File: config.mk
export PLATFORM = sky130hd
export DESIGN_NAME = uart_rx_buffered
export DESIGN_NICKNAME = d
export VERILOG_FILES = /design/src/rtl/uart_rx_buffered.sv
export SDC_FILE = /design/constraint.sdc
export NUM_CORES = 1
export LEC_CHECK = 0
export ABC_AREA = 1
export CAP_MARGIN = 0
export CORE_AREA = 2 2 104 96
export CTS_CLUSTER_DIAMETER = 60
export CTS_CLUSTER_SIZE = 25
export DETAILED_ROUTE_END_ITERATION = 8
export DIE_AREA = 0 0 106 98
export PLACE_DENSITY_LB_ADDON = 0.2
export REMOVE_ABC_BUFFERS = 1
export SYNTH_ARGS = -nofsm -noshare
export SYNTH_HDL_FRONTEND = slang
export SYNTH_SLANG_ARGS = --single-unit
File: constraint.sdc
create_clock -name clk_i -period 2.3 [get_ports clk_i]
set_input_delay 0.345 -clock clk_i [delete_from_list [all_inputs] [get_ports clk_i]]
set_output_delay 0.345 -clock clk_i [all_outputs]
set_load 0.005 [all_outputs]
File: src/rtl/uart_rx_buffered.sv
// 8N1 UART receiver with mid-bit sampling feeding a first-word-fall-through FIFO.
// Handshake: a byte leaves the FIFO on any clock edge where rx_valid_o && rx_ready_i.
module uart_rx_buffered #(
  parameter int ClockFrequency = 125_000_000,
  parameter int BaudRate       = 15_625_000,
  parameter int FifoDepth      = 4
) (
  input  logic                           clk_i,
  input  logic                           rst_i,
  input  logic                           rx_i,
  output logic [7:0]                     rx_data_o,
  output logic                           rx_valid_o,
  input  logic                           rx_ready_i,
  output logic [$clog2(FifoDepth+1)-1:0] rx_level_o,
  output logic                           busy_o,
  output logic                           frame_err_o,
  output logic                           overflow_o
);

  localparam int ClksPerBit = ClockFrequency / BaudRate;
  localparam int HalfBit    = ClksPerBit / 2;
  localparam int CntW       = $clog2(ClksPerBit);
  localparam int PtrW       = $clog2(FifoDepth);
  localparam int LvlW       = $clog2(FifoDepth + 1);

  localparam logic [CntW-1:0] CntLast = CntW'(ClksPerBit - 1);
  localparam logic [CntW-1:0] CntHalf = CntW'(HalfBit - 1);
  localparam logic [LvlW-1:0] LvlFull = LvlW'(FifoDepth);

  if (ClksPerBit < 4) begin : g_clks_check
    $error("uart_rx_buffered: ClockFrequency/BaudRate must be at least 4");
  end

  if (FifoDepth < 2 || (FifoDepth & (FifoDepth - 1)) != 0) begin : g_depth_check
    $error("uart_rx_buffered: FifoDepth must be a power of two and at least 2");
  end

  typedef enum logic [1:0] {
    ST_IDLE  = 2'd0,
    ST_START = 2'd1,
    ST_DATA  = 2'd2,
    ST_STOP  = 2'd3
  } state_e;

  // Receiver state
  logic            sync1_q, sync2_q;
  logic [1:0]      fill_q;
  logic            armed_q;
  state_e          state_q;
  logic [CntW-1:0] cnt_q;
  logic [2:0]      idx_q;
  logic [7:0]      shift_q;
  logic            frame_err_q;
  logic            rxs;
  logic            stop_sample;
  logic            push_valid;

  // FIFO state
  logic [7:0]      mem_q [FifoDepth];
  logic [PtrW-1:0] rd_ptr_q, rd_ptr_d;
  logic [PtrW-1:0] wr_ptr_q, wr_ptr_d;
  logic [LvlW-1:0] count_q, count_d;
  logic            overflow_q;
  logic            full;
  logic            pop;
  logic            push_acc;

  assign rxs         = sync2_q;
  assign stop_sample = (state_q == ST_STOP) && (cnt_q == CntLast);
  assign push_valid  = stop_sample && rxs;

  // The synchronizer resets to 1, which is not an observation of the line.
  // fill_q marks when sync2_q holds a real sample, so arming needs a genuine high.
  always_ff @(posedge clk_i) begin
    if (rst_i) begin
      sync1_q     <= 1'b1;
      sync2_q     <= 1'b1;
      fill_q      <= 2'b00;
      armed_q     <= 1'b0;
      state_q     <= ST_IDLE;
      cnt_q       <= '0;
      idx_q       <= '0;
      shift_q     <= '0;
      frame_err_q <= 1'b0;
    end else begin
      sync1_q     <= rx_i;
      sync2_q     <= sync1_q;
      fill_q      <= {fill_q[0], 1'b1};
      frame_err_q <= 1'b0;
      if (fill_q[1] && rxs) begin
        armed_q <= 1'b1;
      end
      case (state_q)
        ST_IDLE: begin
          if (armed_q && !rxs) begin
            state_q <= ST_START;
            cnt_q   <= '0;
          end
        end
        ST_START: begin
          if (cnt_q == CntHalf) begin
            cnt_q <= '0;
            if (!rxs) begin
              state_q <= ST_DATA;
              idx_q   <= '0;
            end else begin
              state_q <= ST_IDLE;
            end
          end else begin
            cnt_q <= cnt_q + 1'b1;
          end
        end
        ST_DATA: begin
          if (cnt_q == CntLast) begin
            shift_q <= {rxs, shift_q[7:1]};
            cnt_q   <= '0;
            idx_q   <= idx_q + 1'b1;
            if (idx_q == 3'd7) begin
              state_q <= ST_STOP;
            end
          end else begin
            cnt_q <= cnt_q + 1'b1;
          end
        end
        ST_STOP: begin
          // Leave at mid stop bit so the next start edge is seen without delay.
          if (cnt_q == CntLast) begin
            frame_err_q <= !rxs;
            cnt_q       <= '0;
            state_q     <= ST_IDLE;
          end else begin
            cnt_q <= cnt_q + 1'b1;
          end
        end
        default: begin
          state_q <= ST_IDLE;
          cnt_q   <= '0;
        end
      endcase
    end
  end

  assign full       = (count_q == LvlFull);
  assign rx_valid_o = (count_q != '0);
  assign pop        = rx_valid_o && rx_ready_i;
  // A full FIFO still accepts a byte when the head leaves on the same edge.
  assign push_acc   = push_valid && (!full || pop);

  always_comb begin
    rd_ptr_d = rd_ptr_q;
    wr_ptr_d = wr_ptr_q;
    count_d  = count_q;
    if (pop) begin
      rd_ptr_d = rd_ptr_q + 1'b1;
    end
    if (push_acc) begin
      wr_ptr_d = wr_ptr_q + 1'b1;
    end
    case ({push_acc, pop})
      2'b10:   count_d = count_q + 1'b1;
      2'b01:   count_d = count_q - 1'b1;
      default: count_d = count_q;
    endcase
  end

  always_ff @(posedge clk_i) begin
    if (rst_i) begin
      rd_ptr_q   <= '0;
      wr_ptr_q   <= '0;
      count_q    <= '0;
      overflow_q <= 1'b0;
      for (int i = 0; i < FifoDepth; i++) begin
        mem_q[i] <= '0;
      end
    end else begin
      rd_ptr_q   <= rd_ptr_d;
      wr_ptr_q   <= wr_ptr_d;
      count_q    <= count_d;
      overflow_q <= push_valid && !push_acc;
      if (push_acc) begin
        mem_q[wr_ptr_q] <= shift_q;
      end
    end
  end

  assign rx_data_o   = mem_q[rd_ptr_q];
  assign rx_level_o  = count_q;
  assign busy_o      = (state_q != ST_IDLE);
  assign frame_err_o = frame_err_q;
  assign overflow_o  = overflow_q;

endmodule

==> results of run 1 <==
layer usage:
layer  routed length (um)  vias up  GRT usage [%]
li1                     -     1040              -
met1                 2680      893           14.2
met2                 2420       23           17.9
met3                  183        8           3.81
met4                   67        0           4.55
met5                    0        -              0
through the flow:
step           power, uW  setup WS (ps)
6_report            2650            171
5_1_grt             2820           25.7
3_5_place_dp        1720           72.0
3_3_place_gp        1720            121
4_1_cts             2680           53.8
2_1_floorplan       1530            232
report_power, final:
part,switching [uW],internal [uW],leakage [uW]
Clock,446,500,0.0000933
Sequential,46.6,1250,0.000588
Combinational,213,197,0.000567
Total,706,1950,0.00125
sequential cells by signal, summed over array words and instances, names as in the netlist, named ones only:
name	cells
overflow_o	1
mem_q	32
wr_ptr_q	2
rxs	1
state_q	1
rd_ptr_q	2
sync1_q	1
shift_q	8
armed_q	1
idx_q	3
cnt_q	3
frame_err_o	1
fill_q	2
rx_level_o	3
worst paths after layout:
kind	start	to	slack, ps	cells after the start
hold reg to reg	sync1_q$_SDFF_PP1_	rxs$_SDFF_PP1_	410	1
hold / removal	sync1_q$_SDFF_PP1_	rxs$_SDFF_PP1_	410	1
setup / recovery	flip-flop	rx_data_o[7]	170	4
setup reg to reg	cnt_q[0]$_SDFFE_PP0N_	rx_level_o[2]$_SDFFE_PP0P_	240	12
critical path: cells and delay by family (launching register included):
kind | cells | cell delay (ps)
buffers and inverters | 2 | 750
AOI/OAI and AO/OA | 2 | 330
DFF | 1 | 370
cells by family after synthesis:
group                      after synthesis  synth area share [%]
AOI/OAI and AO/OA                       70                  13.6
xor gates and xnor gates                 1                 0.323
adders and majority gates                8                  3.97
buffers and inverters                   44                  6.79
DFF                                     64                  59.1
and+or+nand+nor                        103                  16.3
synth_stat cells (all sizes together):
| cell | count | share of area, % |
|---|---|---|
| buf | 4 | 1.2 |
| a211oi | 1 | 0.28 |
| a22oi | 1 | 0.28 |
| inv | 37 | 5.1 |
| clkbuf | 3 | 0.42 |
| o21bai | 1 | 0.28 |
| fa | 1 | 0.74 |
| a21oi | 23 | 4.2 |
| nor2 | 65 | 9.5 |
| xor2 | 1 | 0.32 |
| or2 | 2 | 0.46 |
| o21ai | 36 | 6.6 |
| nor3 | 1 | 0.18 |
| o22ai | 8 | 1.8 |
| nand3 | 10 | 2.2 |
| ha | 7 | 3.2 |
| edfxtp | 32 | 35 |
| nand2 | 25 | 3.9 |
| dfxtp | 32 | 24 |
final cells by class:
type                    count  area, um^2
fillers                   994        6080
flip-flops and latches     64        1600
multi-input cells         182         930
repair buffers             33         293
well taps                 126         158
inverters                  37         143
clock buffers               9         124
clock inverters             7        71.3
timing repair:
item / 4_1_cts / 5_1_grt
gates resized for setup: 0 / 5
buffers inserted: 0 / 4
endpoints found under the setup margin: 0 / 9
==> results_dict.tcl, run 1 <==
set metrics [dict create \
    cts_root_buf "clkbuf_8" \
    path_clk_slew_ps 70 \
    numPortBuffers 18 \
    place.gp.congestion 0.746 \
    path_max_fanout 16 \
    critPathLaunchType "flip-flop" \
    syn2layout_area_growth_pct 22.5 \
    utilization_pct 35.3 \
    syn_inst 290 \
    syn-cell-area_mm2 0.00271 \
    post-place-cells 438 \
    die_w_um 106 \
    cts_max_path_buffers 2 \
    yosys_warnings 0 \
    critPathArrivalTime_ps 1780 \
    rsz0062_at_grt "false" \
    ys_ff_latch 64 \
    layoutNonFillerInstCount 458 \
    slew_headroom_pct 69.0 \
    grt_max_degree 18 \
    grt_overflow 0 \
    status "finished, final reports clean" \
    cts.sinks 64 \
    drtPass1Iterations 4 \
    final_common_cell "nor2_1" \
    clock_skew_ps 11.2 \
    core_mm2 0.00940 \
    wl_um 5350 \
    fin_crit_sh_pct 92.6 \
    tightest_slew_ps 464 \
    grt_pass1_vias 1885 \
    final_cell_mix "nor2_1 (62), inv_1 (35), o21ai_0 (34), dfxtp_1 (32), edfxtp_1 (32)" \
    crit_path_end_kind "output pin" \
    drive_gt1_share_pct 13.3 \
    vias 1964 \
    critical_path.slowest_cell "clkdlybuf4s50_1" \
    track_usage_pct 11.3 \
    worstPathCellList "buf_4 > o21ai_0 > o22ai_1 > clkdlybuf4s50_1" \
    dpl_cell_area_mm2 0.00309 \
    cp_data_required_time_ps 1960 \
    io_pins 19 \
    die_h_um 98 \
    viasPerCell 4.29 \
    final_nets 339 \
    power.leakage_uw 0.00125 \
    ys_seq_area_share_pct 59.1 \
    holdWs_ps 409 \
    grt_pass1_wl_um 9030 \
    powerDensity_mw_per_mm2 800 \
    antenna_found_initial 0 \
    finalSetupViolCount 0 \
    worst_ir_drop_vdd_mv 0.332 \
    slew_violations 0 \
    drtIter0Drc 97 \
    worst_skew_pair.late_latency_ps 340 \
    drv_cap 0 \
    slowest_delay_ps 530 \
    drt-wirelength-per-cell_um 11.7 \
    synth_cell_types 27 \
    final-hold-violation-count 0 \
    cts_max_level 3 \
    cts_tree "done" \
    fmaxAchievable_mhz 470 \
    hold_buffers 0 \
    dp_hpwl_um 3710 \
    crit_type "reg -> out" \
    floorplan.rows 34 \
    antennaDiodeCount 0 \
    finalSetupTns_ps 0 \
    drc 0 \
    initial_core_util_pct 28.8 \
    drtAntennaViolNets 0 \
    syn_avg_cell_area_um2 9.35 \
    fin_area_mm2 0.00332 \
    numCtsBuffers 9 \
    dieArea_mm2 0.0104 \
    hold_class "reg -> reg" \
    period_needed_ps 2130 \
]
No activity file was read; power rests on OpenSTA's default activity.
==> run 2, diff against run 1 <==
Settings changed: CELL_PAD_IN_SITES_DETAIL_PLACEMENT from default to 1, CELL_PAD_IN_SITES_GLOBAL_PLACEMENT from default to 1.
==> run 2 against run 1 <==
Against the previous run:
- worst setup slack lost 13 ps
- largest power group unchanged
- total power grew 6.3%
- die area is the same
- via count increased by 5.1%
- routed wire length is 18% higher
- critical endpoint is now rx_data_o[4]
- sequential cell count stayed put
==> results_dict.tcl, run 2 (synthesis gave the netlist of run 1 again) <==
set metrics [dict create \
    status "finished, final reports clean" \
    worst_skew_pair.late_latency_ps 350 \
    drc 0 \
    dp_hpwl_um 4380 \
    largest_reg_flops 32 \
    crit_type "reg -> out" \
    final_cell_mix "nor2_1 (61), inv_1 (34), o21ai_0 (34), edfxtp_1 (32), dfxtp_1 (30)" \
    antennaDiodeCount 0 \
    finalSetupViolCount 0 \
    syn2layout_area_growth_pct 24.1 \
    place.gp.congestion 0.762 \
    period_needed_ps 2140 \
    worst_ir_drop_vdd_mv 0.330 \
    dieArea_mm2 0.0104 \
    core_mm2 0.00940 \
    initial_core_util_pct 28.8 \
    drive_gt1_share_pct 15.1 \
    drtAntennaViolNets 0 \
    crit_path_end "rx_data_o[4]" \
    clock_skew_ps 15.2 \
    antenna_found_initial 0 \
    powerDensity_mw_per_mm2 839 \
    power.leakage_uw 0.00127 \
    viasPerCell 4.51 \
    grt_overflow 0 \
    slowest_delay_ps 540 \
    path_max_fanout 16 \
    io_pins 19 \
    critPathArrivalTime_ps 1800 \
    cts_max_path_buffers 2 \
    crit_path_end_kind "output pin" \
    slew_headroom_pct 68.3 \
    cts_tree "done" \
    die_w_um 106 \
    numPortBuffers 18 \
    die_h_um 98 \
    drtIter0Drc 62 \
    numCtsBuffers 9 \
    floorplan.rows 34 \
    cts.sinks 64 \
    critical_path.slowest_cell "clkdlybuf4s50_1" \
    wl_um 6290 \
    fin_area_mm2 0.00336 \
    path_clk_slew_ps 70 \
    final-hold-violation-count 0 \
    track_usage_pct 12.8 \
    drt-wirelength-per-cell_um 13.7 \
    fmaxAchievable_mhz 467 \
    tightest_slew_ps 474 \
    r2r_setup_slack_ps 190 \
    rsz0062_at_grt "false" \
    final_nets 339 \
    top_register "mem_q" \
    crit_cells 4 \
    drv_cap 0 \
    worstPathCellList "buf_6 > o21ai_0 > o22ai_1 > clkdlybuf4s50_1" \
    grt_max_degree 18 \
    top_regs "mem_q (32), shift_q (8)" \
    cts_max_level 3 \
    dpl_cell_area_mm2 0.00309 \
    crit-reg2reg-launch "cnt_q[0]$_SDFFE_PP0N_" \
    hold_buffers 0 \
    finalSetupTns_ps 0 \
    r2r_cells 12 \
    grt_pass1_vias 2086 \
    fin_crit_sh_pct 93.1 \
    r2r_end "rx_level_o[2]$_SDFFE_PP0P_" \
    drtPass1Iterations 4 \
    cpLargestDelayFamily "buffers and inverters" \
    final_common_cell "nor2_1" \
    critPathLaunchType "flip-flop" \
    cts_root_buf "clkbuf_8" \
    slew_violations 0 \
    cp_data_required_time_ps 1960 \
    grt_pass1_wl_um 10100 \
    hold_class "reg -> reg" \
    vias 2065 \
    worst-path-buf-inv 2 \
]
-- run 2: worst min path at each step --
stage | to | slack (ps) | cells after the start | startpoint
2_1_floorplan | fill_q[1]$_SDFF_PP0_ | 390 | 2 | fill_q[0]$_DFF_P_
3_3_place_gp | rxs$_SDFF_PP1_ | 390 | 1 | sync1_q$_SDFF_PP1_
3_5_place_dp | rxs$_SDFF_PP1_ | 400 | 1 | sync1_q$_SDFF_PP1_
4_1_cts | rxs$_SDFF_PP1_ | 420 | 1 | sync1_q$_SDFF_PP1_
5_1_grt | rxs$_SDFF_PP1_ | 440 | 1 | sync1_q$_SDFF_PP1_
6_report | fill_q[1]$_SDFF_PP0_ | 410 | 2 | fill_q[0]$_DFF_P_
-- run 2: cell type report --
type	count	area, um^2
fill	1091	6040
sequential	64	1600
multi-input combinational	182	936
timing repair buffer	32	289
tap	126	158
inverter	37	143
clock buffer	9	124
clock inverter	7	103
timing repair inverter	1	7.51
-- run 2: timing repair --
action | in CTS | in global routing
hold endpoints to repair | 0 | 0
setup endpoints to repair | 0 | 10
setup buffers | 0 | 2
resized for setup | 0 | 12
-- run 2: power breakdown --
| group | leakage (uW) | switching (uW) | total, uW | internal [uW] |
|---|---|---|---|---|
| logic | 0.000567 | 230 | 425 | 195 |
| registers | 0.000589 | 52.3 | 1300 | 1250 |
| clock network | 0.000110 | 473 | 1090 | 621 |
| total | 0.00127 | 755 | 2820 | 2070 |
-- run 2: per-layer routing --
layer	up-vias	GRT usage (%)	part of all wire (%)
met5	-	0	0
met4	0	3.95	1.2
li1	1042	-	-
met3	7	4.41	3.6
met1	989	15.5	48
met2	27	21.4	48
-- run 2: metrics by stage --
stage	std cells	setup WS, ps	total power, uW	util [%]	hold WS, ps
floorplan	283	232	1530	-	388
global placement	439	88.7	1720	32.9	391
detailed placement	439	54.1	1730	32.9	398
CTS	455	6.07	2840	35.3	416
global route	458	29.9	2970	35.8	444
finish	458	158	2820	35.8	411
-- run 2: worst register-to-register path, cell delays in order (launching register included) --
cell	delay [ps]
dfxtp_1	330
ha_1	240
ha_2	210
nand3_2	100
nor2_2	50
nand2_1	100
ha_1	150
inv_1	80
fa_2	360
a21oi_2	130
o21ai_1	80
o21ai_1	120
a21oi_1	50
==> run 3, diff against run 2 <==
Settings changed: GPL_ROUTABILITY_DRIVEN from default to 0.
==> results of run 3 <==
Same layout as run 2: the final DEF is identical, and so are final timing and power.
==> RTL edit: new RTL, settings of run 1 <==
`ClockFrequency`: 125_000_000 -> 62_500_000.
--- a/src/rtl/uart_rx_buffered.sv
+++ b/src/rtl/uart_rx_buffered.sv
@@ -2,5 +2,5 @@
 // Handshake: a byte leaves the FIFO on any clock edge where rx_valid_o && rx_ready_i.
 module uart_rx_buffered #(
-  parameter int ClockFrequency = 125_000_000,
+  parameter int ClockFrequency = 62_500_000,
   parameter int BaudRate       = 15_625_000,
   parameter int FifoDepth      = 4
Formal check against the unedited RTL: not equivalent (a bounded check fails within 10 cycles, from zero or initial values and one cycle with rst_i high).
==> RTL edit against run 1 <==
  * Setup slack got worse by 24 ps
  * Synthesized area decreased by 1.3%
  * Sequential share of layout area decreased by 0.60 points
  * Design area about the same
  * Combinational power increased by 55%
  * Sequential cell count decreased by 1
  * Routed wire length increased by 6.0%
  * Total power increased by 18%
  * Critical endpoint is now rx_data_o[6]
==> RTL edit: results (changes against run 1) <==
synthesized area per cell 9.45 um^2 (+1.1%); adder-cell share of the synthesized area 3.09% (-0.88 points); number of clock buffers in the layout 10 (+1); Inverters 34 (-8.1%); M2 GR Usage 18.9% (+1.0 points); Slew @ Worst Pin 499 ps (+35.1 ps); # fillers 977 (-1.7%); status completed; area taken by multi-input logic gates 935 um^2 (+0.54%); Post-Synth XOR/XNOR Area 0% (-0.32 points); RD Place Congestion 0.788 (+5.5%); most common library cells after synthesis 63 x nor2_1, 34 x inv_1, 33 x o21ai_0; #MultiIn Comb 179 (-1.6%); Layout non-clock buf frac 8.14% (-0.68 points); fin nets 327 (-3.5%); multi-input gate share of total cell area 28.1% (+0.13 points); first-pass GRT wire length 9630 um (+6.6%); Clock buf/inv share 7.38% (+1.5 points); Place WS 264 ps (+192 ps); met1 usage 15.6% (+1.4 points); largest cells by area after synthesis edfxtp_1 36%, dfxtp_1 23%, nor2_1 8.8%, o21ai_0 6.2%, inv_1 4.8%; share of cells above drive strength 1 12.7% (-0.52 points); fraction of area in registers 47.6% (-0.60 points); Iteration-0 DRC Markers 51 (-47%); placed cell count 430 (-1.8%); design internal power 2310 uW (+19%); DP HPWL 3780 um (+1.8%); worst vdd ir 0.399 mV (+20%); placed cell area 3060 um^2 (-0.93%); Synth Area in Compound Gates 12.6% (-0.99 points); WL per Instance 12.7 um (+8.4%); Seq/Total Area, Yosys 59.1% (about the same); total wire length 5670 um (+6.0%)
## RTL edit: worst paths after layout
kind                            cells past startpoint      endpoint  slack [ps]  startpoint
worst max-delay path                                4  rx_data_o[6]         150    register
worst min-delay path                                2     fill_q[1]         400   fill_q[0]
worst max register to register                      7   mem_q[3][7]         350    cnt_q[0]
worst min register to register                      2     fill_q[1]         400   fill_q[0]
## RTL edit: power by group through the flow
stage	logic (uW)	registers, uW	clock network [uW]
final	638	1310	1190
after global routing	726	1320	1260
after CTS	649	1310	1210
after detailed placement	624	1330	0
after global placement	623	1330	0
after floorplan	307	1330	0
## RTL edit: metal layers
metal / share of wire, % / up-vias / routed length [um]
met1: 48 / 874 / 2720
met3: 3.6 / 7 / 205
met5: 0 / - / 0
met2: 47 / 27 / 2660
met4: 1.6 / 0 / 89
li1: - / 1011 / -
## RTL edit: timing repair
action	CTS	global route
resized for setup	1	2
endpoints found under the setup margin	5	6
gates cloned	0	0
buffers inserted	2	0
hold buffers	0	0
